$ cat config.mk
export PLATFORM = sky130hd
export DESIGN_NAME = vga_rect_filler_flat
export DESIGN_NICKNAME = d
export VERILOG_FILES = /design/src/rtl/vga_bus_pkg.sv /design/src/rtl/vga_rect_filler_if.sv /design/src/rtl/vga_xy_counter.sv /design/src/rtl/vga_rect_filler.sv /design/src/flat_wrapper.sv
export SDC_FILE = /design/constraint.sdc
export NUM_CORES = 1
export LEC_CHECK = 0
export ABC_AREA = 1
export BUFFER_PORTS_ARGS = -buffer_cell sky130_fd_sc_hd__buf_2
export CORE_UTILIZATION = 40
export DETAILED_ROUTE_END_ITERATION = 12
export HOLD_SLACK_MARGIN = 0.03
export PLACE_DENSITY_LB_ADDON = 0.2
export SLEW_MARGIN = 5
export SYNTH_ARGS = -nofsm -noshare
export SYNTH_HDL_FRONTEND = slang
export SYNTH_SLANG_ARGS = --single-unit
$ cat constraint.sdc
create_clock -name CLK -period 1.5 [get_ports CLK]
set_input_delay 0.15 -clock CLK [delete_from_list [all_inputs] [get_ports CLK]]
set_output_delay 0.15 -clock CLK [all_outputs]
set_load 0.02 [all_outputs]
$ cat src/rtl/vga_bus_pkg.sv
// Shared constants and state encoding for the VGA frame-buffer bus master.
// Peripheral register map and screen limits live here so every stage agrees.
package vga_bus_pkg;

  localparam logic [7:0] X_MAX     = 8'd159;
  localparam logic [6:0] Y_MAX     = 7'd119;
  localparam logic [7:0] ADDR_Y    = 8'hB0;
  localparam logic [7:0] ADDR_X    = 8'hB1;
  localparam logic [7:0] ADDR_DATA = 8'hB2;

  typedef enum logic [2:0] {
    IDLE,
    WR_Y,
    WR_X,
    WR_D,
    FIN
  } state_t;

endpackage

$ cat src/rtl/vga_rect_filler_if.sv
// Command handshake plus the write bus toward the arbiter.
// The master modport is the filler itself; slave is whoever drives commands and grants.
interface vga_rect_filler_if;

  logic       CMD_VALID;
  logic       CMD_READY;
  logic [7:0] X0;
  logic [7:0] X1;
  logic [6:0] Y0;
  logic [6:0] Y1;
  logic       COLOUR;
  logic       BUS_REQ;
  logic       BUS_GNT;
  logic [7:0] BUS_ADDR;
  logic [7:0] BUS_DATA;
  logic       BUS_WE;
  logic       DONE;

  modport master (
    input  CMD_VALID, X0, X1, Y0, Y1, COLOUR, BUS_GNT,
    output CMD_READY, BUS_REQ, BUS_ADDR, BUS_DATA, BUS_WE, DONE
  );

  modport slave (
    output CMD_VALID, X0, X1, Y0, Y1, COLOUR, BUS_GNT,
    input  CMD_READY, BUS_REQ, BUS_ADDR, BUS_DATA, BUS_WE, DONE
  );

endinterface

$ cat src/rtl/vga_xy_counter.sv
// Pixel position counters for one rectangle, with the latched bounds they run between.
// row_end/last are compared before any increment, so the counters never wrap.
module vga_xy_counter
  import vga_bus_pkg::*;
(
  input  logic       clk,
  input  logic       rst,
  input  logic       load,
  input  logic [7:0] x0_in,
  input  logic [7:0] x1_in,
  input  logic [6:0] y0_in,
  input  logic [6:0] y1_in,
  input  logic       x_step,
  input  logic       y_step,
  output logic [7:0] cx,
  output logic [6:0] cy,
  output logic       row_end,
  output logic       last
);

  logic [7:0] x0_reg;
  logic [7:0] x1_reg;
  logic [6:0] y1_reg;
  logic [7:0] cx_reg;
  logic [6:0] cy_reg;

  always_ff @(posedge clk or posedge rst) begin
    if (rst) begin
      x0_reg <= '0;
      x1_reg <= '0;
      y1_reg <= '0;
      cx_reg <= '0;
      cy_reg <= '0;
    end else if (load) begin
      x0_reg <= x0_in;
      x1_reg <= x1_in;
      y1_reg <= y1_in;
      cx_reg <= x0_in;
      cy_reg <= y0_in;
    end else if (y_step) begin
      cx_reg <= x0_reg;
      cy_reg <= cy_reg + 7'd1;
    end else if (x_step) begin
      cx_reg <= cx_reg + 8'd1;
    end
  end

  assign cx      = cx_reg;
  assign cy      = cy_reg;
  assign row_end = (cx_reg == x1_reg);
  assign last    = row_end && (cy_reg == y1_reg);

endmodule

$ cat src/rtl/vga_rect_filler.sv
// Turns one rectangle-fill command into the Y / X / pixel register-write sequence
// of the frame-buffer peripheral, stalling on the arbiter grant.
module vga_rect_filler
  import vga_bus_pkg::*;
(
  input  logic CLK,
  input  logic RESET,
  vga_rect_filler_if.master bus
);

  state_t     state_reg;
  logic       req_reg;
  logic       we_reg;
  logic       done_reg;
  logic [7:0] addr_reg;
  logic [7:0] data_reg;
  logic       colour_reg;

  logic [7:0] x1_clamped;
  logic [6:0] y1_clamped;
  logic       empty_cmd;
  logic       accept;
  logic       d_done;
  logic       x_step;
  logic       y_step;
  logic [7:0] cx;
  logic [6:0] cy;
  logic       row_end;
  logic       last;

  assign x1_clamped = (bus.X1 > X_MAX) ? X_MAX : bus.X1;
  assign y1_clamped = (bus.Y1 > Y_MAX) ? Y_MAX : bus.Y1;
  // X0/Y0 beyond the screen are caught by comparing against the clamped upper bound.
  assign empty_cmd  = (bus.X0 > x1_clamped) || (bus.Y0 > y1_clamped);

  assign accept = (state_reg == IDLE) && bus.CMD_VALID;
  assign d_done = (state_reg == WR_D) && bus.BUS_GNT;
  assign x_step = d_done && !row_end;
  assign y_step = d_done && row_end && !last;

  vga_xy_counter u_xy (
    .clk     (CLK),
    .rst     (RESET),
    .load    (accept),
    .x0_in   (bus.X0),
    .x1_in   (x1_clamped),
    .y0_in   (bus.Y0),
    .y1_in   (y1_clamped),
    .x_step  (x_step),
    .y_step  (y_step),
    .cx      (cx),
    .cy      (cy),
    .row_end (row_end),
    .last    (last)
  );

  always_ff @(posedge CLK or posedge RESET) begin
    if (RESET) begin
      state_reg  <= IDLE;
      req_reg    <= 1'b0;
      we_reg     <= 1'b0;
      done_reg   <= 1'b0;
      addr_reg   <= 8'h00;
      data_reg   <= 8'h00;
      colour_reg <= 1'b0;
    end else begin
      done_reg <= 1'b0;
      case (state_reg)
        IDLE: begin
          if (bus.CMD_VALID) begin
            colour_reg <= bus.COLOUR;
            if (empty_cmd) begin
              state_reg <= FIN;
              done_reg  <= 1'b1;
            end else begin
              state_reg <= WR_Y;
              req_reg   <= 1'b1;
              we_reg    <= 1'b1;
              addr_reg  <= ADDR_Y;
              data_reg  <= {1'b0, bus.Y0};
            end
          end
        end
        WR_Y: begin
          if (bus.BUS_GNT) begin
            state_reg <= WR_X;
            addr_reg  <= ADDR_X;
            data_reg  <= cx;
          end
        end
        WR_X: begin
          if (bus.BUS_GNT) begin
            state_reg <= WR_D;
            addr_reg  <= ADDR_DATA;
            data_reg  <= {7'b0, colour_reg};
          end
        end
        WR_D: begin
          // Next write is presented with the post-increment position, so the
          // counter value is bumped here in parallel with the counter itself.
          if (bus.BUS_GNT) begin
            if (!row_end) begin
              state_reg <= WR_X;
              addr_reg  <= ADDR_X;
              data_reg  <= cx + 8'd1;
            end else if (!last) begin
              state_reg <= WR_Y;
              addr_reg  <= ADDR_Y;
              data_reg  <= {1'b0, cy + 7'd1};
            end else begin
              state_reg <= FIN;
              req_reg   <= 1'b0;
              we_reg    <= 1'b0;
              addr_reg  <= 8'h00;
              data_reg  <= 8'h00;
              done_reg  <= 1'b1;
            end
          end
        end
        FIN: begin
          state_reg <= IDLE;
        end
        default: begin
          state_reg <= IDLE;
        end
      endcase
    end
  end

  assign bus.CMD_READY = (state_reg == IDLE);
  assign bus.BUS_REQ   = req_reg;
  assign bus.BUS_WE    = we_reg;
  assign bus.BUS_ADDR  = addr_reg;
  assign bus.BUS_DATA  = data_reg;
  assign bus.DONE      = done_reg;

endmodule

$ cat src/flat_wrapper.sv
// flat-port wrapper written by rule: the top's interface ports become plain ports
module vga_rect_filler_flat import vga_bus_pkg::*;
  (CLK, RESET, bus_CMD_VALID, bus_X0, bus_X1, bus_Y0, bus_Y1, bus_COLOUR, bus_BUS_GNT, bus_CMD_READY, bus_BUS_REQ, bus_BUS_ADDR, bus_BUS_DATA, bus_BUS_WE, bus_DONE);
  vga_rect_filler_if bus_i ();
  input  logic CLK;
  input  logic RESET;
  input wire logic [$bits(bus_i.CMD_VALID)-1:0] bus_CMD_VALID;
  input wire logic [$bits(bus_i.X0)-1:0] bus_X0;
  input wire logic [$bits(bus_i.X1)-1:0] bus_X1;
  input wire logic [$bits(bus_i.Y0)-1:0] bus_Y0;
  input wire logic [$bits(bus_i.Y1)-1:0] bus_Y1;
  input wire logic [$bits(bus_i.COLOUR)-1:0] bus_COLOUR;
  input wire logic [$bits(bus_i.BUS_GNT)-1:0] bus_BUS_GNT;
  output wire logic [$bits(bus_i.CMD_READY)-1:0] bus_CMD_READY;
  output wire logic [$bits(bus_i.BUS_REQ)-1:0] bus_BUS_REQ;
  output wire logic [$bits(bus_i.BUS_ADDR)-1:0] bus_BUS_ADDR;
  output wire logic [$bits(bus_i.BUS_DATA)-1:0] bus_BUS_DATA;
  output wire logic [$bits(bus_i.BUS_WE)-1:0] bus_BUS_WE;
  output wire logic [$bits(bus_i.DONE)-1:0] bus_DONE;
  assign bus_i.CMD_VALID = bus_CMD_VALID;
  assign bus_i.X0 = bus_X0;
  assign bus_i.X1 = bus_X1;
  assign bus_i.Y0 = bus_Y0;
  assign bus_i.Y1 = bus_Y1;
  assign bus_i.COLOUR = bus_COLOUR;
  assign bus_i.BUS_GNT = bus_BUS_GNT;
  assign bus_CMD_READY = bus_i.CMD_READY;
  assign bus_BUS_REQ = bus_i.BUS_REQ;
  assign bus_BUS_ADDR = bus_i.BUS_ADDR;
  assign bus_BUS_DATA = bus_i.BUS_DATA;
  assign bus_BUS_WE = bus_i.BUS_WE;
  assign bus_DONE = bus_i.DONE;
  vga_rect_filler u_core (.CLK(CLK), .RESET(RESET), .bus(bus_i));
endmodule
==> run metrics, run 1 <==
Worst path max stage delay 410 ps; Critical Path AT 1980 ps; Fillers 811; drt total wl 10,500 µm; final hold vios 0; Cell Rows 34; routed vias/inst 4.90; CTS buffer count 5; CTS sink cnt 55; adder-cell share of the synthesized area 5.48%; Post-route DRC 8; worst r2r src u_core.u_xy.cx[4]; Port Buf Inserts 51; CTS Buffer Depth 2; Post-synth top flop dfrtp_1; area of the core 8810 µm²; FF-to-FF End u_core.u_xy.cx[6]; CP Launch Point u_core.u_xy.cx[4]; mux contribution to synthesized area 0%; compound-gate portion of the synthesized area 10.9%; post-route insts no fill 794; Synth cell types 33; dpl cell area 4870 µm²; n_diodes 0; Die Y 97.6 µm; CTS tree done; Post-Synth XOR/XNOR Area 2.40%; # setup viols final 32; cell area after synthesis 3660 µm²; Root Driver clkbuf_8; starting density of the core 41.5%; DP Cell Count 769; RSZ-0062 raised after global routing yes; vias in the first global route 3,854; fmax 575 MHz; register area 1380 µm²; FF+latch count, synth 55; GPL Wtd Cong 0.868; die outline width 97.6 µm; Setup CP Type flip-flop to flip-flop; Internal 0.00536 W; first drt pass iteration count 9; remaining antenna violation count 0; first-pass GRT wire length 17,700 µm; startpoint types flip-flop; Max Transition Viols Final 0; Hold Path Class input pin to flip-flop; drt first-iter violations 167; gr usage total 22.8%; nets@finish 736; clock share of power 8.4%; Worst EP required 1740 ps; area grow syn2layout 49.3%; sw power 0.00445 W; largest net degree at the start of global routing 56; layout cell share with drive strength beyond 1 40.4%; Post-Syn Instances 525; leakage power 2.90 nW; critical path's slowest cell dfrtp_1; crit path cell chain inv_2 > nand2_2 > nand4_1 > nor2_4 > nand2_4 > nor3_4 > nand2_4 > buf_6 > nand2_1 > nand2_1 > o21bai_1; HPWL after DPL 7700 µm; drt wl/cell 13.2 µm; max_cap viols 0; Worst Setup End Kind flip-flop; Final Skew 5.34 ps; period utilisation layout 116%; sequential fraction of the synthesis area 37.6%; I/O pin count 55; Cell Pwr Density 1800 nW/µm²; Max VDD drop 651 µV; number of H-tree levels 2; Simple-Gate Fraction of Synth Area 33.7%; Worst R2R Setup Slack -240 ps; post-route design area 5460 µm²; Yosys warnings 0; failing checks DRC, setup timing; Comb pwr share 64.0%; min Tclk post-route 1740 ps; FFs w/ async S/R, synth 100%; GR Overflow Total 0; post-route setup slack -240 ps; status finished, violations left; sw frac 45.4%; Worst-Skew Late Latency 310 ps; Die Footprint 9530 µm²; clock-pin slew on the worst setup and hold paths 100 ps; worst-case reg-to-reg path depth 11; post-synthesis area per instance 6.96 µm²; Worst Path Max Fanout 5; Place WS -553 ps; critical path endpoint u_core.u_xy.cx[6]; sequential power share 27.6%; multi-input logic area 2370 µm²; EDFF count, synth 0; largest family of logic cells by synthesized area simple AND/OR/NAND/NOR gates; antenna violations before repair 0; Vias 3,887
## power by group through the flow
stage                     Combinational, W  Clock (W)  Sequential, W
after CTS                          0.00575   0.000855        0.00268
after global placement             0.00515          0        0.00269
after global routing               0.00691   0.000905        0.00279
after detailed placement           0.00529          0        0.00272
final                              0.00628   0.000825        0.00270
after floorplan                    0.00304          0        0.00283
## Yosys cell counts, drive strengths merged (2+ instances only)
| master | instances | area share (%) |
|---|---|---|
| buf | 12 | 2.5 |
| o21ai | 54 | 7.4 |
| nand3 | 47 | 6.4 |
| o21bai | 7 | 1.4 |
| or2 | 3 | 0.51 |
| nand2 | 197 | 21 |
| a21oi | 10 | 1.4 |
| nand4 | 4 | 0.68 |
| nor2 | 27 | 3.7 |
| o22ai | 3 | 0.51 |
| nor3 | 4 | 0.99 |
| nand3b | 2 | 0.41 |
| clkbuf | 7 | 0.72 |
| dfrtp | 55 | 38 |
| inv | 63 | 6.5 |
| ha | 16 | 5.5 |
| xor2 | 6 | 1.4 |
| xnor2 | 4 | 0.96 |
## logic make-up (layout without fill, tap and decap cells)
logic type	Yosys count	count (layout)
AOI/OAI and AO/OA	75	75
xor gates and xnor gates	10	10
adders and majority gates	16	16
buffers and inverters	83	240
DFF	55	55
other	1	3
and+or+nand+nor	285	287
## cells in the final DEF (no fill, tap or decap), drive strengths merged, types with 3 or more instances in the layout
master  instances
nand2         199
buf           167
inv            63
dfrtp          55
o21ai          54
nand3          47
nor2           27
ha             16
a21oi          10
o21bai          7
xor2            6
clkbuf          6
xnor2           4
nand4           4
nor3            4
conb            3
o22ai           3
or2             3
## timing repair
| item | CTS | global route |
|---|---|---|
| resized for setup | 53 | 49 |
| gates cloned | 2 | 1 |
| hold buffers | 1 | 0 |
| setup buffers | 9 | 7 |
| setup endpoints to repair | 33 | 36 |
| pin swaps | 24 | 24 |
| endpoints found under the hold margin | 55 | 0 |
## through the flow
stage / hold slack [ps] / utilization [%] / TNS, ps / power (W)
CTS: 33.5 / 59.6 / -5450 / 0.00928
global route: 51.3 / 62.0 / -10060 / 0.0106
floorplan: 260 / - / -7610 / 0.00587
detailed placement: 230 / 55.3 / -11490 / 0.00801
finish: 32.1 / 62.0 / -5370 / 0.00981
global placement: 227 / 55.3 / -9720 / 0.00784
## critical path: cells and delay by family, from the launching register on
kind	cells	cell delay (ps)
buffers and inverters	2	210
DFF	1	410
AOI/OAI and AO/OA	1	140
and+or+nand+nor	8	900
## per-layer routing
metal / share of wire (%) / track usage (%) / vias up
li1: - / - / 1983
met1: 44 / 28.8 / 1763
met2: 49 / 40.0 / 114
met3: 4.5 / 3.17 / 27
met4: 2.8 / 7.46 / 0
met5: 0 / 0 / -
## how the worst min path moves through the flow
stage	slack [ps]	end	startpoint	cells after the start
detailed placement	230	u_core.u_xy.y1_reg[2]	RESET	3
floorplan	260	u_core.colour_reg	bus_COLOUR	2
global placement	230	u_core.u_xy.y1_reg[2]	RESET	3
finish	30	u_core.colour_reg	bus_COLOUR	3
global route	50	u_core.colour_reg	bus_COLOUR	3
CTS	30	u_core.colour_reg	bus_COLOUR	3
## cell type report
cell class	instances	share of cell area, %
clock buffers	6	1.33
inverters	64	4.47
multi-input cells	391	43.4
well taps	108	2.48
flip-flops and latches	55	25.2
clock inverters	2	0.229
repair buffers	168	22.9
No activity file was read; power rests on OpenSTA's default activity.
==> run 2, diff against run 1 <==
--- a/config.mk
+++ b/config.mk
@@ -5,9 +5,9 @@
 export SDC_FILE = /design/constraint.sdc
 export NUM_CORES = 1
 export LEC_CHECK = 0
-export ABC_AREA = 1
+export ABC_AREA = 0
 export BUFFER_PORTS_ARGS = -buffer_cell sky130_fd_sc_hd__buf_2
-export CORE_UTILIZATION = 40
+export CORE_UTILIZATION = 45
 export DETAILED_ROUTE_END_ITERATION = 12
 export HOLD_SLACK_MARGIN = 0.03
 export PLACE_DENSITY_LB_ADDON = 0.2
==> run 2 against run 1 <==
  * The run ends with setup timing left
  * Sequential cell count did not move
  * Worst setup slack worse by 220 ps
  * Via count fell by 11%
  * Die area shrank 12%
  * Highest routed layer unchanged
  * Sequential share of layout area increased by 1.5 points
  * Wire length is 2.5% lower
  * Combinational power shrank 16%
==> run metrics, run 2 <==
status finished, violations left; failing checks setup timing; Worst Hold End u_core.colour_reg; CP Launch Point bus_X1[6]; adder-cell share of the synthesized area 5.54% (+0.064 points); fmax 509 MHz (-11%); compound-gate portion of the synthesized area 16.7% (+5.8 points); nets@finish 583 (-21%); top cells by area, synth dfrtp_1 38%, nand2_1 6.9%, xor2_1 5.8%; leading area contributor after synthesis dfrtp_1; commonest cells in the netlist 66 x nand2_1, 55 x dfrtp_1, 24 x o21ai_0, 24 x xor2_1, 23 x a21oi_1; drt first-iter violations 225 (+35%); Post-Synth XOR/XNOR Area 8.00% (+5.6 points); starting density of the core 46.8% (+5.2 points); EDFF count, synth 0 (unchanged); register area 1380 µm² (about the same); Worst-Skew Late Latency 320 ps (about the same); clock share of power 10.4% (+2.0 points); first-pass GRT wire length 16,400 µm (-7.1%); multi-input logic area 2290 µm² (-3.3%); post-route design area 5140 µm² (-5.8%); post-route insts no fill 635 (-20%); Simple-Gate Fraction of Synth Area 19.3% (-14 points); Synth top area share 38.1% (+0.44 points); post-route setup slack -465 ps (-224 ps); GPL Wtd Cong 0.907 (+4.4%); most frequent CP cell nor2_4; layout cell share with drive strength beyond 1 42.4% (+2.0 points); Setup CP Type input pin to flip-flop; sequential power share 29.8% (+2.2 points); sequential fraction of the synthesis area 38.1% (+0.44 points); Fillers 635 (-22%); Vias 3,457 (-11%); CTS buffer count 5 (unchanged); period utilisation layout 131% (+15 points); FFs w/ async S/R, synth 100% (unchanged); post-synthesis area per instance 9.01 µm² (+29%); gr usage total 25.2% (+2.3 points); Post-synth top flop dfrtp_1; largest family of logic cells by synthesized area simple AND/OR/NAND/NOR gates; FF+latch count, synth 55 (unchanged); Die Y 91.6 µm (-6.1%); antenna violations before repair 0 (unchanged); DP Cell Count 605 (-21%); Final Skew 12.1 ps (+6.71 ps); most frequent cell after synthesis nand2_1; Die Footprint 8390 µm² (-12%); first drt pass iteration count 4 (-5); Post-route DRC 0 (-8); min Tclk post-route 1960 ps (+224 ps); CTS Buffer Depth 2 (unchanged); leakage power 2.43 nW (-16%); Hold Path Class input pin to flip-flop; clock-pin slew on the worst setup and hold paths 100 ps (about the same); number of H-tree levels 2 (unchanged); die outline width 91.6 µm (-6.1%); most common cell after layout, fill and taps aside buf_4; Worst Path Max Fanout 5 (unchanged); Worst Setup End Kind flip-flop; area of the core 7730 µm² (-12%); Internal 0.00518 W (-3.3%); area grow syn2layout 42.2%; n_diodes 0 (unchanged); Max VDD drop 751 µV (+15%); critical path's slowest cell mux2_4; cell area after synthesis 3610 µm² (-1.2%); # setup viols final 31 (-3.1%); final hold vios 0 (unchanged); sw frac 41.4% (-4.0 points); remaining antenna violation count 0 (unchanged); Cell Rows 32 (-5.9%); dpl cell area 4550 µm² (-6.4%); I/O pin count 55 (unchanged); drt wl/cell 16.1 µm (+22%); Worst path max stage delay 300 ps (-110 ps); Worst R2R Setup Slack -440 ps (-200 ps); CTS tree done; Hold Crit Depth 3 (unchanged); drt total wl 10,200 µm (-2.5%); max_cap viols 0 (unchanged); hold_sp bus_COLOUR; Max Transition Viols Final 0 (unchanged); most frequent cells in the layout 82 x buf_4, 56 x nand2_1, 55 x dfrtp_1, 47 x buf_2, 24 x xor2_1; Cell Pwr Density 1720 nW/µm² (-4.3%); worst-case reg-to-reg path depth 6 (-5); RSZ-0062 raised after global routing yes; worst r2r src u_core.u_xy.cx[5]; mux contribution to synthesized area 5.09% (+5.1 points); Comb pwr share 59.8% (-4.2 points); routed vias/inst 5.44 (+11%); startpoint types input pin; Worst path top cell family by delay compound AO/OA/AOI/OAI gates; Yosys warnings 0 (unchanged); Critical Path AT 2170 ps (+190 ps); Worst Path Buf+Inv 1 (-1); HPWL after DPL 7370 µm (-4.3%); Port Buf Inserts 51 (unchanged); largest net degree at the start of global routing 56 (unchanged); Root Driver clkbuf_8; CTS sink cnt 55 (unchanged); Final TNS setup -11,740 ps (-6370 ps); vias in the first global route 3,389 (-12%); Synth cell types 60 (+82%); FF-to-FF End u_core.bus.BUS_DATA[0]; sw power 0.00366 W (-18%); Worst EP required 1710 ps (-30 ps); Post-Syn Instances 401 (-24%); GR Overflow Total 0 (unchanged); crit path cell chain buf_8 > nor2_4 > nor2_4 > nor2_2 > ha_4 > and4b_1 > a211oi_4 > o221ai_4 > a31oi_4 > a21o_4 > mux2_4
## run 2: power by group through the flow
stage / Sequential [W] / Combinational, W / Clock [W]
3_5_place_dp: 0.00266 / 0.00455 / 0
5_1_grt: 0.00271 / 0.00571 / 0.000992
2_1_floorplan: 0.00274 / 0.00291 / 0
3_3_place_gp: 0.00263 / 0.00446 / 0
6_report: 0.00263 / 0.00529 / 0.000923
4_1_cts: 0.00263 / 0.00500 / 0.000937
## run 2: stage by stage
step / utilization, % / hold WS, ps / setup WS (ps) / total power, W
after global routing: 66.5 / 72.0 / -526 / 0.00941
after CTS: 64.1 / 33.6 / -446 / 0.00857
after detailed placement: 58.9 / 223 / -905 / 0.00721
after floorplan: - / 255 / -603 / 0.00565
final: 66.5 / 40.2 / -465 / 0.00884
after global placement: 58.9 / 221 / -846 / 0.00709
## run 2: area by class of cell
cell class | instances | area share (%)
Tap cell | 102 | 2.48
Inverter | 18 | 1.36
Clock buffer | 8 | 1.95
Sequential cell | 55 | 26.8
Timing Repair Buffer | 152 | 22.9
Multi-Input combinational cell | 300 | 44.5
## run 2: kinds of logic (layout without fill, tap and decap cells)
group / after synthesis / in the layout
AOI/OAI and AO/OA: 89 / 90
xor gates and xnor gates: 33 / 33
adders and majority gates: 16 / 16
buffers and inverters: 49 / 178
DFF: 55 / 55
muxes: 14 / 14
other: 1 / 3
and+or+nand+nor: 144 / 144
## run 2: routing by layer
| metal | share of wire, % | GRT usage (%) |
|---|---|---|
| met2 | 49 | 43.2 |
| met1 | 44 | 32.4 |
| met4 | 2.4 | 8.73 |
| met5 | 0 | 0 |
| met3 | 4.6 | 3.57 |
## run 2: how the worst max path moves through the flow
| stage | end | slack [ps] | depth (start not counted) |
|---|---|---|---|
| after floorplan | u_core.bus.BUS_ADDR[1] | -600 | 11 |
| after global placement | u_core.bus.BUS_ADDR[0] | -850 | 11 |
| after detailed placement | u_core.bus.BUS_ADDR[0] | -910 | 11 |
| after CTS | u_core.bus.BUS_DATA[0] | -450 | 6 |
| after global routing | u_core.bus.BUS_DATA[0] | -530 | 6 |
| final | u_core.bus.BUS_DATA[5] | -460 | 11 |
## run 2: worst register-to-register path, cell delays in order (launching register included)
cell,delay [ps]
dfrtp_1,400
xor2_1,180
nor4_2,360
nand2_2,150
or4_4,500
a21oi_2,140
mux2_4,150
## run 2: repair_timing
item                                    in CTS  in global routing
pin swaps                                   19                 17
hold endpoints to repair                    55                  0
setup buffers                                5                 14
endpoints found under the setup margin      41                 34
resized for setup                           46                 22
hold buffers                                 1                  0
gates cloned                                 2                  0
==> run 3, diff against run 2 <==
--- a/config.mk
+++ b/config.mk
@@ -7,10 +7,10 @@
 export LEC_CHECK = 0
 export ABC_AREA = 0
 export BUFFER_PORTS_ARGS = -buffer_cell sky130_fd_sc_hd__buf_2
-export CORE_UTILIZATION = 45
+export CORE_UTILIZATION = 52
 export DETAILED_ROUTE_END_ITERATION = 12
 export HOLD_SLACK_MARGIN = 0.03
-export PLACE_DENSITY_LB_ADDON = 0.2
+export PLACE_DENSITY_LB_ADDON = 0.1
 export SLEW_MARGIN = 5
 export SYNTH_ARGS = -nofsm -noshare
 export SYNTH_HDL_FRONTEND = slang
==> run 3 against run 2 <==
  * The run still ends with setup timing left
  * Total power up 0.88%
  * Final cell count fell by 4.3%
  * Combinational power down 3.8%
  * First-iteration DRC count up 53%
  * Non-clock buffer count shrank 5
  * Design area shrank 2.3%
  * Sequential cell count stayed put
  * Fmax decreased by 3.2%
  * Die area is 13% lower
  * Global-route usage grew 5.2 points
  * Clock skew decreased by 7.3 ps
  * Critical path type is now flip-flop to flip-flop
  * Critical endpoint is now u_core.bus.BUS_DATA[6]
  * Largest cell class unchanged
==> run metrics, run 3 (synthesis results as in run 2) <==
drt total wl 10,500 µm (+2.4%); CTS buffer count 5 (unchanged); leakage power 2.40 nW (-1.3%); status finished, violations left; Root Driver clkbuf_8; # setup viols final 31 (unchanged); I/O pin count 55 (unchanged); drt first-iter violations 344 (+53%); sw power 0.00362 W (-1.2%); RSZ-0062 raised after global routing yes; clock-pin slew on the worst setup and hold paths 100 ps (about the same); failing checks setup timing; Power, Total 0.00892 W (+0.88%); CTS sink cnt 55 (unchanged); largest net degree at the start of global routing 37 (-34%); CTS Buffer Depth 2 (unchanged); antenna violations before repair 0 (unchanged); gr usage total 30.3% (+5.2 points); first drt pass iteration count 5 (+1); die outline width 85.4 µm (-6.8%); drt wl/cell 17.2 µm (+7.0%); post-route setup slack -529 ps (-64.5 ps); Max Transition Viols Final 0 (unchanged); Post-route DRC 0 (unchanged); Final Skew 4.71 ps (-7.34 ps); startpoint types flip-flop; GPL Wtd Cong 0.924 (+1.9%); Internal 0.00530 W (+2.3%); Setup CP Type flip-flop to flip-flop; worst slew pin tran 561 ps; CTS tree done; first-pass GRT wire length 17,200 µm (+4.7%); multi-input logic area 2240 µm² (-1.9%); min Tclk post-route 2030 ps (+64.5 ps); Hold Path Class input pin to flip-flop; nets@finish 578 (-0.86%); Worst Setup End Kind flip-flop; Worst EP required 1760 ps (+50 ps); remaining antenna violation count 0 (unchanged); Vias 3,494 (+1.1%); Worst Path Max Fanout 7 (+2); Worst-Skew Late Latency 310 ps (about the same); routed vias/inst 5.75 (+5.6%); Cell Rows 30 (-6.3%); most common cell after layout, fill and taps aside buf_4; Comb pwr share 57.1% (-2.7 points); n_diodes 0 (unchanged); max_cap viols 0 (unchanged); fmax 493 MHz (-3.2%); clock share of power 13.2% (+2.8 points); sequential power share 29.7% (about the same); Slew HR 62.5%; period utilisation layout 135% (+4.3 points); vias in the first global route 3,430 (+1.2%); register area 1380 µm² (unchanged); Fillers 506 (-20%); starting density of the core 53.5% (+6.7 points); number of H-tree levels 2 (unchanged); HPWL after DPL 7560 µm (+2.6%); WHS 29.4 ps (-10.9 ps); final hold vios 0 (unchanged); Final TNS setup -13,200 ps (-1460 ps); Cell Pwr Density 1780 nW/µm² (+3.3%); GR Overflow Total 0 (unchanged); sw frac 40.5% (-0.85 points); Port Buf Inserts 51 (unchanged); area of the core 6760 µm² (-13%); Max VDD drop 755 µV (+0.48%); Die Footprint 7290 µm² (-13%); most frequent cells in the layout 83 x buf_4, 61 x nand2_1, 55 x dfrtp_1, 48 x buf_2, 23 x xor2_1; area grow syn2layout 38.9%; layout cell share with drive strength beyond 1 40.5% (-1.9 points); Die Y 85.4 µm (-6.8%); Critical Path AT 2290 ps (+120 ps)
[run 3: cell types whose count changed in the layout (fill, tap and decap cells not counted), moves of 4 or more]
| cell | delta |
|---|---|
| a21oi_1 | +4 |
| nand2_4 | -5 |
| nand2_1 | +5 |
| a21oi_2 | -4 |
| buf_6 | -4 |
[run 3: area by class of cell]
| class | count | area share, % |
|---|---|---|
| clock buffers | 6 | 1.45 |
| clock inverters | 2 | 1.20 |
| inverters | 18 | 1.40 |
| multi-input cells | 300 | 44.7 |
| flip-flops and latches | 55 | 27.4 |
| well taps | 80 | 1.99 |
| repair buffers | 147 | 21.9 |
[run 3: power groups by stage]
stage	clock network [W]	registers, W	logic [W]
floorplan	0	0.00274	0.00291
global placement	0	0.00263	0.00443
detailed placement	0	0.00266	0.00454
CTS	0.00118	0.00264	0.00491
global route	0.00124	0.00272	0.00549
finish	0.00118	0.00265	0.00509
[run 3: stage by stage]
step / util, % / std cells / worst slack [ps] / area (µm²)
4_1_cts: 72.8 / 601 / -459 / 4920
2_1_floorplan: - / 403 / -603 / 3770
5_1_grt: 74.3 / 608 / -558 / 5020
3_3_place_gp: 67.0 / 583 / -841 / 4530
3_5_place_dp: 67.0 / 583 / -893 / 4530
6_report: 74.3 / 608 / -529 / 5020
[run 3: timing repair]
| action | in CTS | in global routing |
|---|---|---|
| endpoints found under the hold margin | 24 | 0 |
| pin swaps | 23 | 11 |
| gates cloned | 2 | 0 |
| hold buffers | 1 | 0 |
| setup endpoints to repair | 42 | 37 |
| buffers inserted | 8 | 7 |
| resized for setup | 40 | 12 |
[run 3: worst paths after layout]
check                      cells after the start                   from                      to  slack (ps)
setup / recovery                               7      u_core.u_xy.cx[5]  u_core.bus.BUS_DATA[6]        -530
hold / removal                                 3             bus_COLOUR       u_core.colour_reg          30
setup reg to reg                               7      u_core.u_xy.cx[5]  u_core.bus.BUS_DATA[6]        -530
hold reg to reg                                2  u_core.u_xy.x0_reg[7]   u_core.u_xy.x0_reg[7]         500
max in group asynchronous                      4                  RESET     u_core.state_reg[0]         510
min in group asynchronous                      3                  RESET   u_core.u_xy.y1_reg[1]         420
[run 3: worst max-delay path: stages, from the launching register on]
cell     delay (ps)
dfrtp_1         410
xor2_1          180
nor4_2          400
and2_1          250
buf_4           180
nand3_1         100
a31oi_1         270
mux2_4          190
[run 3: layer usage]
metal	wire length (µm)	part of all wire, %	vias to the layer above	GRT usage [%]
met2	5160	49	139	51.8
met5	0	0	-	0
li1	-	-	1644	-
met3	564	5.4	25	4.38
met1	4520	43	1686	40.1
met4	237	2.3	0	8.94
